==> config.mk <==
export PLATFORM = sky130hd
export DESIGN_NAME = game_sequencer_fsm_flat
export DESIGN_NICKNAME = d
export VERILOG_FILES = /design/src/rtl/game_sequencer_fsm_if.sv /design/src/rtl/game_sequencer_fsm.sv /design/src/flat_wrapper.sv
export SDC_FILE = /design/constraint.sdc
export NUM_CORES = 1
export LEC_CHECK = 0
export BUFFER_PORTS_ARGS = -buffer_cell sky130_fd_sc_hd__buf_2
export CAP_MARGIN = 20
export CELL_PAD_IN_SITES_DETAIL_PLACEMENT = 0
export CELL_PAD_IN_SITES_GLOBAL_PLACEMENT = 2
export CORE_UTILIZATION = 35
export CTS_CLUSTER_DIAMETER = 80
export DETAILED_ROUTE_END_ITERATION = 6
export PLACE_DENSITY_LB_ADDON = 0.08
export SYNTH_ARGS = -nofsm -noshare
export SYNTH_HDL_FRONTEND = slang
export SYNTH_SLANG_ARGS = --single-unit
==> constraint.sdc <==
create_clock -name CLOCK_50 -period 2.3 [get_ports CLOCK_50]
set_input_delay 0.115 -clock CLOCK_50 [delete_from_list [all_inputs] [get_ports CLOCK_50]]
set_output_delay 0.115 -clock CLOCK_50 [all_outputs]
set_load 0.05 [all_outputs]
==> src/rtl/game_sequencer_fsm_if.sv <==
// Handshake bundle between the board-side logic and the game sequencer.
// The master side owns the keys and the pattern/board buses; the slave side
// (the sequencer) drives the datapath load strobes and the game status.
interface game_sequencer_fsm_if;

   logic       go;
   logic       submit;
   logic [8:0] pattern;
   logic [8:0] board;

   logic       ld_start;
   logic       ld_level;
   logic       ld_read;
   logic       ld_reset;
   logic       ld_input;
   logic       ld_evaluate;
   logic [1:0] level;
   logic       win;
   logic       lose;
   logic [3:0] score;

   modport master (
      output go,
      output submit,
      output pattern,
      output board,
      input  ld_start,
      input  ld_level,
      input  ld_read,
      input  ld_reset,
      input  ld_input,
      input  ld_evaluate,
      input  level,
      input  win,
      input  lose,
      input  score
   );

   modport slave (
      input  go,
      input  submit,
      input  pattern,
      input  board,
      output ld_start,
      output ld_level,
      output ld_read,
      output ld_reset,
      output ld_input,
      output ld_evaluate,
      output level,
      output win,
      output lose,
      output score
   );

endinterface

==> src/rtl/game_sequencer_fsm.sv <==
// Top-level controller for the 3x3 grid memory game.
// Sequences idle -> level clear -> show pattern -> blank board -> player entry ->
// evaluate, advancing a level on a full 9-bit match and ending in win or lose.
// Each timed display phase lasts DWELL_CYCLES clocks so the datapath sweep completes.
// Optional feature: define INPUT_TIMEOUT_EN to end the entry phase automatically
// after TIMEOUT_CYCLES clocks without a submit; by default entry waits forever.
module game_sequencer_fsm #(
   parameter int unsigned DWELL_CYCLES   = 10000,
   parameter int unsigned MAX_LEVEL      = 3,
   parameter int unsigned TIMEOUT_CYCLES = 50000000
) (
   input logic                 CLOCK_50,
   input logic                 reset,
   game_sequencer_fsm_if.slave bus
);

   // One counter serves both the display dwell and the entry timeout.
   localparam int unsigned CNT_RANGE = (DWELL_CYCLES > TIMEOUT_CYCLES) ? DWELL_CYCLES
                                                                       : TIMEOUT_CYCLES;
   localparam int unsigned DW = (CNT_RANGE > 1) ? $clog2(CNT_RANGE) : 1;

   localparam logic [DW-1:0] DWELL_LAST = DW'(DWELL_CYCLES - 1);
   localparam logic [1:0]    LEVEL_LAST = 2'(MAX_LEVEL);
`ifdef INPUT_TIMEOUT_EN
   localparam logic [DW-1:0] TIMEOUT_LAST = DW'(TIMEOUT_CYCLES - 1);
`endif

   typedef enum logic [2:0] {
      S_IDLE,
      S_LEVEL,
      S_SHOW,
      S_CLEAR,
      S_INPUT,
      S_EVAL,
      S_WIN,
      S_LOSE
   } state_t;

   state_t        state_q, state_d;
   logic [1:0]    level_q, level_d;
   logic [3:0]    score_q, score_d;
   logic [DW-1:0] dwell_q, dwell_d;
   logic [8:0]    pat_q, pat_d;
   logic [8:0]    entry_q, entry_d;
   logic          go_q;
   logic          sub_q;

   logic          go_rise;
   logic          sub_rise;
   logic          dwell_done;
   logic          match;

   // Key edge events: one press yields exactly one event.
   assign go_rise    = bus.go & ~go_q;
   assign sub_rise   = bus.submit & ~sub_q;
   assign dwell_done = (dwell_q == DWELL_LAST);
   assign match      = (entry_q == pat_q);

   // Next-state, counter and capture logic.
   always_comb begin
      state_d = state_q;
      level_d = level_q;
      score_d = score_q;
      dwell_d = dwell_q;
      pat_d   = pat_q;
      entry_d = entry_q;

      unique case (state_q)
         S_IDLE: begin
            if (go_rise) begin
               state_d = S_LEVEL;
            end
         end

         S_LEVEL: begin
            pat_d   = bus.pattern;
            dwell_d = '0;
            state_d = S_SHOW;
         end

         S_SHOW: begin
            if (dwell_done) begin
               dwell_d = '0;
               state_d = S_CLEAR;
            end else begin
               dwell_d = dwell_q + DW'(1);
            end
         end

         S_CLEAR: begin
            if (dwell_done) begin
               dwell_d = '0;
               state_d = S_INPUT;
            end else begin
               dwell_d = dwell_q + DW'(1);
            end
         end

         S_INPUT: begin
`ifdef INPUT_TIMEOUT_EN
            // A submit and an expiring timer on the same cycle do the same thing.
            if (sub_rise || (dwell_q == TIMEOUT_LAST)) begin
               entry_d = bus.board;
               dwell_d = '0;
               state_d = S_EVAL;
            end else begin
               dwell_d = dwell_q + DW'(1);
            end
`else
            if (sub_rise) begin
               entry_d = bus.board;
               dwell_d = '0;
               state_d = S_EVAL;
            end
`endif
         end

         S_EVAL: begin
            if (dwell_done) begin
               dwell_d = '0;
               if (match) begin
                  if (score_q != 4'd15) begin
                     score_d = score_q + 4'd1;
                  end
                  if (level_q == LEVEL_LAST) begin
                     state_d = S_WIN;
                  end else begin
                     level_d = level_q + 2'd1;
                     state_d = S_LEVEL;
                  end
               end else begin
                  state_d = S_LOSE;
               end
            end else begin
               dwell_d = dwell_q + DW'(1);
            end
         end

         S_WIN, S_LOSE: begin
            if (go_rise) begin
               level_d = '0;
               score_d = '0;
               state_d = S_IDLE;
            end
         end

         default: begin
            state_d = S_IDLE;
         end
      endcase
   end

   // State and datapath registers with synchronous reset.
   always_ff @(posedge CLOCK_50) begin
      if (reset) begin
         state_q <= S_IDLE;
         level_q <= '0;
         score_q <= '0;
         dwell_q <= '0;
         pat_q   <= '0;
         entry_q <= '0;
         go_q    <= 1'b0;
         sub_q   <= 1'b0;
      end else begin
         state_q <= state_d;
         level_q <= level_d;
         score_q <= score_d;
         dwell_q <= dwell_d;
         pat_q   <= pat_d;
         entry_q <= entry_d;
         go_q    <= bus.go;
         sub_q   <= bus.submit;
      end
   end

   // Moore output decode: at most one load strobe per state, none in win/lose.
   always_comb begin
      bus.ld_start    = 1'b0;
      bus.ld_level    = 1'b0;
      bus.ld_read     = 1'b0;
      bus.ld_reset    = 1'b0;
      bus.ld_input    = 1'b0;
      bus.ld_evaluate = 1'b0;
      bus.win         = 1'b0;
      bus.lose        = 1'b0;

      unique case (state_q)
         S_IDLE:  bus.ld_start    = 1'b1;
         S_LEVEL: bus.ld_level    = 1'b1;
         S_SHOW:  bus.ld_read     = 1'b1;
         S_CLEAR: bus.ld_reset    = 1'b1;
         S_INPUT: bus.ld_input    = 1'b1;
         S_EVAL:  bus.ld_evaluate = 1'b1;
         S_WIN:   bus.win         = 1'b1;
         S_LOSE:  bus.lose        = 1'b1;
         default: bus.ld_start    = 1'b0;
      endcase
   end

   assign bus.level = level_q;
   assign bus.score = score_q;

endmodule
==> src/flat_wrapper.sv <==
// flat-port wrapper written by rule: the top's interface ports become plain ports
module game_sequencer_fsm_flat 
#(
   parameter int unsigned DWELL_CYCLES   = 10000,
   parameter int unsigned MAX_LEVEL      = 3,
   parameter int unsigned TIMEOUT_CYCLES = 50000000
)
  (CLOCK_50, reset, bus_go, bus_submit, bus_pattern, bus_board, bus_ld_start, bus_ld_level, bus_ld_read, bus_ld_reset, bus_ld_input, bus_ld_evaluate, bus_level, bus_win, bus_lose, bus_score);
  game_sequencer_fsm_if bus_i ();
  input logic CLOCK_50;
  input logic reset;
  input wire logic [$bits(bus_i.go)-1:0] bus_go;
  input wire logic [$bits(bus_i.submit)-1:0] bus_submit;
  input wire logic [$bits(bus_i.pattern)-1:0] bus_pattern;
  input wire logic [$bits(bus_i.board)-1:0] bus_board;
  output wire logic [$bits(bus_i.ld_start)-1:0] bus_ld_start;
  output wire logic [$bits(bus_i.ld_level)-1:0] bus_ld_level;
  output wire logic [$bits(bus_i.ld_read)-1:0] bus_ld_read;
  output wire logic [$bits(bus_i.ld_reset)-1:0] bus_ld_reset;
  output wire logic [$bits(bus_i.ld_input)-1:0] bus_ld_input;
  output wire logic [$bits(bus_i.ld_evaluate)-1:0] bus_ld_evaluate;
  output wire logic [$bits(bus_i.level)-1:0] bus_level;
  output wire logic [$bits(bus_i.win)-1:0] bus_win;
  output wire logic [$bits(bus_i.lose)-1:0] bus_lose;
  output wire logic [$bits(bus_i.score)-1:0] bus_score;
  assign bus_i.go = bus_go;
  assign bus_i.submit = bus_submit;
  assign bus_i.pattern = bus_pattern;
  assign bus_i.board = bus_board;
  assign bus_ld_start = bus_i.ld_start;
  assign bus_ld_level = bus_i.ld_level;
  assign bus_ld_read = bus_i.ld_read;
  assign bus_ld_reset = bus_i.ld_reset;
  assign bus_ld_input = bus_i.ld_input;
  assign bus_ld_evaluate = bus_i.ld_evaluate;
  assign bus_level = bus_i.level;
  assign bus_win = bus_i.win;
  assign bus_lose = bus_i.lose;
  assign bus_score = bus_i.score;
  game_sequencer_fsm #(.DWELL_CYCLES(DWELL_CYCLES), .MAX_LEVEL(MAX_LEVEL), .TIMEOUT_CYCLES(TIMEOUT_CYCLES)) u_core (.CLOCK_50(CLOCK_50), .reset(reset), .bus(bus_i));
endmodule
Yosys cells after proc, flatten, opt, wreduce, memory -nomap -nowiden
Index checks and enable logic that the tools add are counted.
W data, S select, Z words.
{"block": "totals", "register_bits": 55}
{"block": "classes", "add_sub_neg": 3, "n_eq_ne": 20, "mux": 30, "bitwise_logic": 4, "reduce_logical": 10}
{"op": "$pmux W26 S3", "count": 1}
{"op": "$mux W26", "count": 2}
{"op": "$add A26 B1 Y26 const B", "count": 1}
{"op": "$eq A26 B14 Y1 const B", "count": 1}
{"op": "$mux W3", "count": 8}
{"op": "$pmux W3 S7", "count": 1}
{"op": "$mux W4", "count": 4}
{"op": "$ne A2 B1 Y1 const B", "count": 8}
{"op": "$eq A3 B3 Y1 const B", "count": 4}
{"op": "$reduce_and A5 Y1", "count": 2}
{"op": "$eq A9 B9 Y1", "count": 1}
{"op": "$mux W1", "count": 8}
{"op": "$mux W2", "count": 4}
{"op": "$pmux W4 S2", "count": 1}
{"op": "$eq A3 B2 Y1 const B", "count": 2}
{"op": "$reduce_and A6 Y1", "count": 1}
{"op": "$add A4 B1 Y4 const B", "count": 1}
{"op": "$ne A4 B4 Y1 const B", "count": 1}
{"op": "$pmux W2 S2", "count": 1}
{"op": "$reduce_and A2 Y1", "count": 2}
{"op": "$eq A3 B1 Y1 const B", "count": 1}
{"op": "$logic_not A3 Y1", "count": 1}
{"op": "$reduce_bool A3 Y1", "count": 1}
{"op": "$reduce_or A3 Y1", "count": 1}
{"op": "7 further kinds", "count": 9}

Longest topological paths before layout
{"block": "depth", "depth_word": 5, "ltp_mapped": 8, "depth_no_buf": 6}

Least setup slack after synthesis
No wires, ideal clock.
{"block": "synth_timing", "path_kind": "flip-flop to flip-flop", "start": "reg u_core.score_q[0], in the netlist u_core.bus.score[0]", "end": "reg u_core.score_q[3], in the netlist u_core.bus.score[3]", "setup_time_ns": 0.063, "t_arrival_ns": 1.979, "setup_slack_ns": 0.258, "path_stages_with_launch": 6, "period_less_slack_ns": 2.042, "cell_sequence": "dfxtp_1 -> ha_1 -> a32o_1 -> or4_1 -> or4_1 -> nand3_1"}
{"block": "synth_via", "elab_chain_len": 5, "elab_cells_between_ends": 8, "cone_classes": "add/sub (1); eq/ne (2); mux (4); reduce/logical (1)"}
{"item": "start, declared", "line_no": "game_sequencer_fsm.sv:41", "source": "logic [3:0] score_q, score_d;"}
{"item": "start signal, assigned", "line_no": "game_sequencer_fsm.sv:167", "source": "score_q <= score_d;"}
{"item": "$add A4 B1 Y4", "line_no": "game_sequencer_fsm.sv:123", "source": "score_d = score_q + 4'd1;"}
{"item": "$mux W4", "line_no": "game_sequencer_fsm.sv:122", "source": "if (score_q != 4'd15) begin"}
{"item": "$mux W4", "line_no": "game_sequencer_fsm.sv:121", "source": "if (match) begin"}
{"item": "$mux W4", "line_no": "game_sequencer_fsm.sv:119", "source": "if (dwell_done) begin"}
{"item": "$pmux W4 S2", "line_no": "game_sequencer_fsm.sv:68", "source": "unique case (state_q)"}
Parallel ways exist; a longest one is shown, timed or not. The select of a mux whose other input is x is not followed.
A chain may end at the register's enable or synchronous reset.

Worst setup path after layout
{"block": "layout_timing", "start": "reg u_core.state_q[2]", "end": "reg u_core.score_q[3], in the netlist u_core.bus.score[3]"}
{"block": "layout_via", "elab_chain_len": 4, "elab_cells_between_ends": 11, "cone_classes": "eq/ne (7); mux (1); reduce/logical (3)"}
{"item": "start, declared", "line_no": "game_sequencer_fsm.sv:39", "source": "state_t state_q, state_d;"}
{"item": "start signal, assigned", "line_no": "game_sequencer_fsm.sv:165", "source": "state_q <= state_d;"}
{"item": "$eq A3 B3 Y1", "line_no": "game_sequencer_fsm.sv:68"}
{"item": "$reduce_or A2 Y1", "line_no": "game_sequencer_fsm.sv:68"}
{"item": "$ne A2 B1 Y1 (no line) or $reduce_bool A2 Y1 (tied branches)"}
{"item": "$reduce_and A5 Y1 (no line)"}
Parallel ways exist; a longest one is shown, timed or not.

==> results.yml <==
run_status:
  status: "completed"
clocking:
  cts_buffers: 5
  htreeDepth: 2
  cts_root_buf: "clkbuf_8"
  cts_tree: "done"
  path_clk_slew_ns: 0.12
  clk_latency_ns: 0.33
  post-cts-setup-buffers: 0
  cts_max_path_buffers: 2
  ctsHoldBuffers: 0
  cts.sinks: 55
  cts_resized: 0
global_routing:
  grt_max_degree: 36
  first_global_vias: 2377
  met3_usage_pct: 2.76
  grtUsageMet2_pct: 30.5
  top_usage_layer: "met2"
  antenna_found_initial: 0
  grt_first_pass_wirelength_mm: 12.1
  grt_use_total_pct: 17.6
  grt_use_met1_pct: 22.4
  grt-ovfl-total: 0
floorplan:
  die_w_um: 93.5
  fp-row-count: 33
  die_area_mm2: 0.00874
  start_util_pct: 35.8
  pin_count: 36
  core_mm2: 0.00818
  fp.dieH_um: 93.5
drt:
  detail-route-antenna-nets: 0
  drc_errors: 0
  wl_mm: 7.28
  first_iter_violations: 51
  viasPerCell: 5.14
  vias: 2486
  first_pass_iters: 4
  wl_per_cell_um: 15.0
pwr:
  p_per_area_mw_per_mm2: 754
  vdd_ir_drop_max_mv: 0.436
  p_total_uw: 2590
  p_leak_uw: 0.00142
synthesis:
  yosys_register_bits: 55
  postSynthCellCount: 330
  synthFlopType: "dfxtp_1"
  synth_edf_count: 0
  synthArstFlopShare_pct: 0
  yosysWarnings: 0
  syn_nets: 355
  synth.distinct_cells: 56
  ys_seq_area_share_pct: 37.6
  synth_area_mm2: 0.00293
  avgSynthCellArea_um2: 8.88
sta:
  max_freq_mhz: 473
  fin_setup_tns_ns: 0
  rsz0062_at_grt: "false"
  drv_slew: 0
  finClkSkew_ns: 0.0130
  final_hold_viol_count: 0
  worstMarginPinSlew_ns: 0.654
  fin_crit_ns: 2.11
  fin_ws_ns: 0.188
  period_share_pct: 91.8
  setup_viol_count_final: 0
  max-slew-margin-rel_pct: 56.4
setup_path:
  crit_arrival_ns: 2.38
  cp_slowest_cell: "dfxtp_1"
  worstSetupPathType: "flip-flop to flip-flop"
  r2r-start: "u_core.state_q[2]$_SDFFE_PP0P_"
  cp-start-kind: "flip-flop"
  worstPathCellList: "nand4b_4 > a32o_1 > or4_1 > or4_1 > nand3_1"
  crit_path_end_kind: "flip-flop"
  critical_path_required_ns: 2.57
  path_common_cell: "or4_1"
  critPathMaxFanout: 11
  cp-startpoint: "u_core.state_q[2]$_SDFFE_PP0P_"
  slowest_delay_ns: 0.64
hold_path:
  hold_path.class: "input pin to flip-flop"
  min_from: "bus_board[2]"
final_layout:
  diodes: 0
  layout-drive-gt1-share_pct: 21.4
  fin_nets: 403
  area_delta_synth_final_pct: 17.2
place:
  post-place-ws_ns: 0.210
  gp_congestion: 0.734
  post-dp-hpwl_mm: 5.23
  io_buffers: 35
job:
  maxCapViolCount: 0
## power by group
group / leakage [uW] / switching (uW) / total [uW] / internal (uW)
clock network: 0.0000467 / 368 / 595 / 227
logic: 0.000931 / 558 / 888 / 330
registers: 0.000445 / 81.6 / 1100 / 1020
total: 0.00142 / 1010 / 2590 / 1580
## cell usage after synthesis (all sizes together) (2+ instances only)
cell      n  area, um2
o22ai     2       12.5
or3b      2       17.5
and2      3       18.8
nand4    17        113
dfxtp    55       1100
a2bb2oi   2       17.5
mux2i    20        200
or2       3       18.8
nand2b    8       50.1
nor3      4       20.0
and4      3       26.3
o311ai    3       26.3
a31oi     7       43.8
or4       6       45.0
buf      11       66.3
and3      5       31.3
nand3b    3       22.5
inv       7       26.3
nand3    15       75.1
or4b      4       40.0
xor2     25        219
nor2     53        201
nor4      8       62.6
a21oi     4       20.0
ha        3       37.5
nand2    15       58.8
xnor2     4       35.0
o21ai     6       30.0
o211ai    3       22.5
nor2b     4       25.0
nor4bb    2       20.0
clkbuf    7       26.3
## worst max-delay path, delay by kind of cell (launching register included)
kind             cells  cell delay [ns]
AND/OR/NAND/NOR      4             1.13
flip-flops           1             0.64
AO/OA/AOI/OAI        1             0.30
## flip-flops by register name (all words and copies together) (netlist names)
| register | flops |
|---|---|
| u_core.dwell_q | 26 |
| u_core.entry_q | 9 |
| u_core.pat_q | 9 |
| u_core.bus.score | 4 |
| u_core.state_q | 3 |
| u_core.bus.level | 2 |
| u_core.go_q | 1 |
| u_core.sub_q | 1 |
## layer usage
| metal | wire length (um) | share of wire (%) |
|---|---|---|
| met5 | 0 | 0 |
| met4 | 92 | 1.3 |
| met3 | 161 | 2.2 |
| met2 | 3600 | 49 |
| met1 | 3430 | 47 |
## final timing paths
check                                                   endpoint  slack (ns)  cells after the start
worst min-delay path              u_core.entry_q[2]$_SDFFE_PP0P_       0.009                      3
worst max-delay path            u_core.bus.score[3]$_SDFFE_PP0P_        0.19                      5
worst min register to register  u_core.bus.score[1]$_SDFFE_PP0P_        0.52                      2
worst max register to register  u_core.bus.score[3]$_SDFFE_PP0P_        0.19                      5
## area by class of cell
class / count / area, um2
fill: 844 / 4740
multi-input combinational: 250 / 1710
sequential: 55 / 1100
timing repair buffer: 59 / 368
tap: 105 / 131
clock buffer: 5 / 68.8
clock inverter: 3 / 27.5
inverter: 7 / 26.3
## placed cells by master, fill, tap and decap left out, types with 3 or more instances in the layout
cell,netlist,final
or4b_1,4,4
nor4_1,6,6
a31oi_1,7,7
nor2b_1,4,4
nand2b_1,8,8
clkbuf_8,0,5
nand3b_1,3,3
nand4_1,16,16
o21ai_0,5,5
a21oi_1,4,4
nor3_1,4,4
buf_2,8,35
nor2_1,52,52
and2_1,3,3
and3_1,5,5
and4_1,3,3
buf_4,2,23
dfxtp_1,55,55
xnor2_1,4,4
nand3_1,15,15
ha_1,3,3
mux2i_1,20,20
inv_1,7,7
o311ai_0,3,3
xor2_1,25,25
o211ai_1,3,3
or4_1,6,6
nand2_1,14,14
## per-stage QoR
| stage | utilization (%) | hold slack (ns) | std cells | instance area (um2) |
|---|---|---|---|---|
| 6_report | 42.0 | 0.00872 | 484 | 3430 |
| 2_1_floorplan | - | 0.243 | 330 | 2930 |
| 5_1_grt | 42.0 | 0.00361 | 484 | 3430 |
| 3_5_place_dp | 40.8 | 0.353 | 476 | 3340 |
| 3_3_place_gp | 40.8 | 0.344 | 476 | 3340 |
| 4_1_cts | 42.0 | 0.00506 | 484 | 3430 |
## cells by family (layout without fill, tap and decap cells)
| family | after synthesis | count (layout) | share of synthesized area, % |
|---|---|---|---|
| AOI/OAI and AO/OA | 37 | 37 | 9.70 |
| xor gates and xnor gates | 29 | 29 | 8.67 |
| adders and majority gates | 3 | 3 | 1.28 |
| DFF | 55 | 55 | 37.6 |
| buffers and inverters | 25 | 74 | 4.06 |
| muxes | 20 | 20 | 6.83 |
| and+or+nand+nor | 161 | 161 | 31.9 |
(Power assumes the default switching activity.)
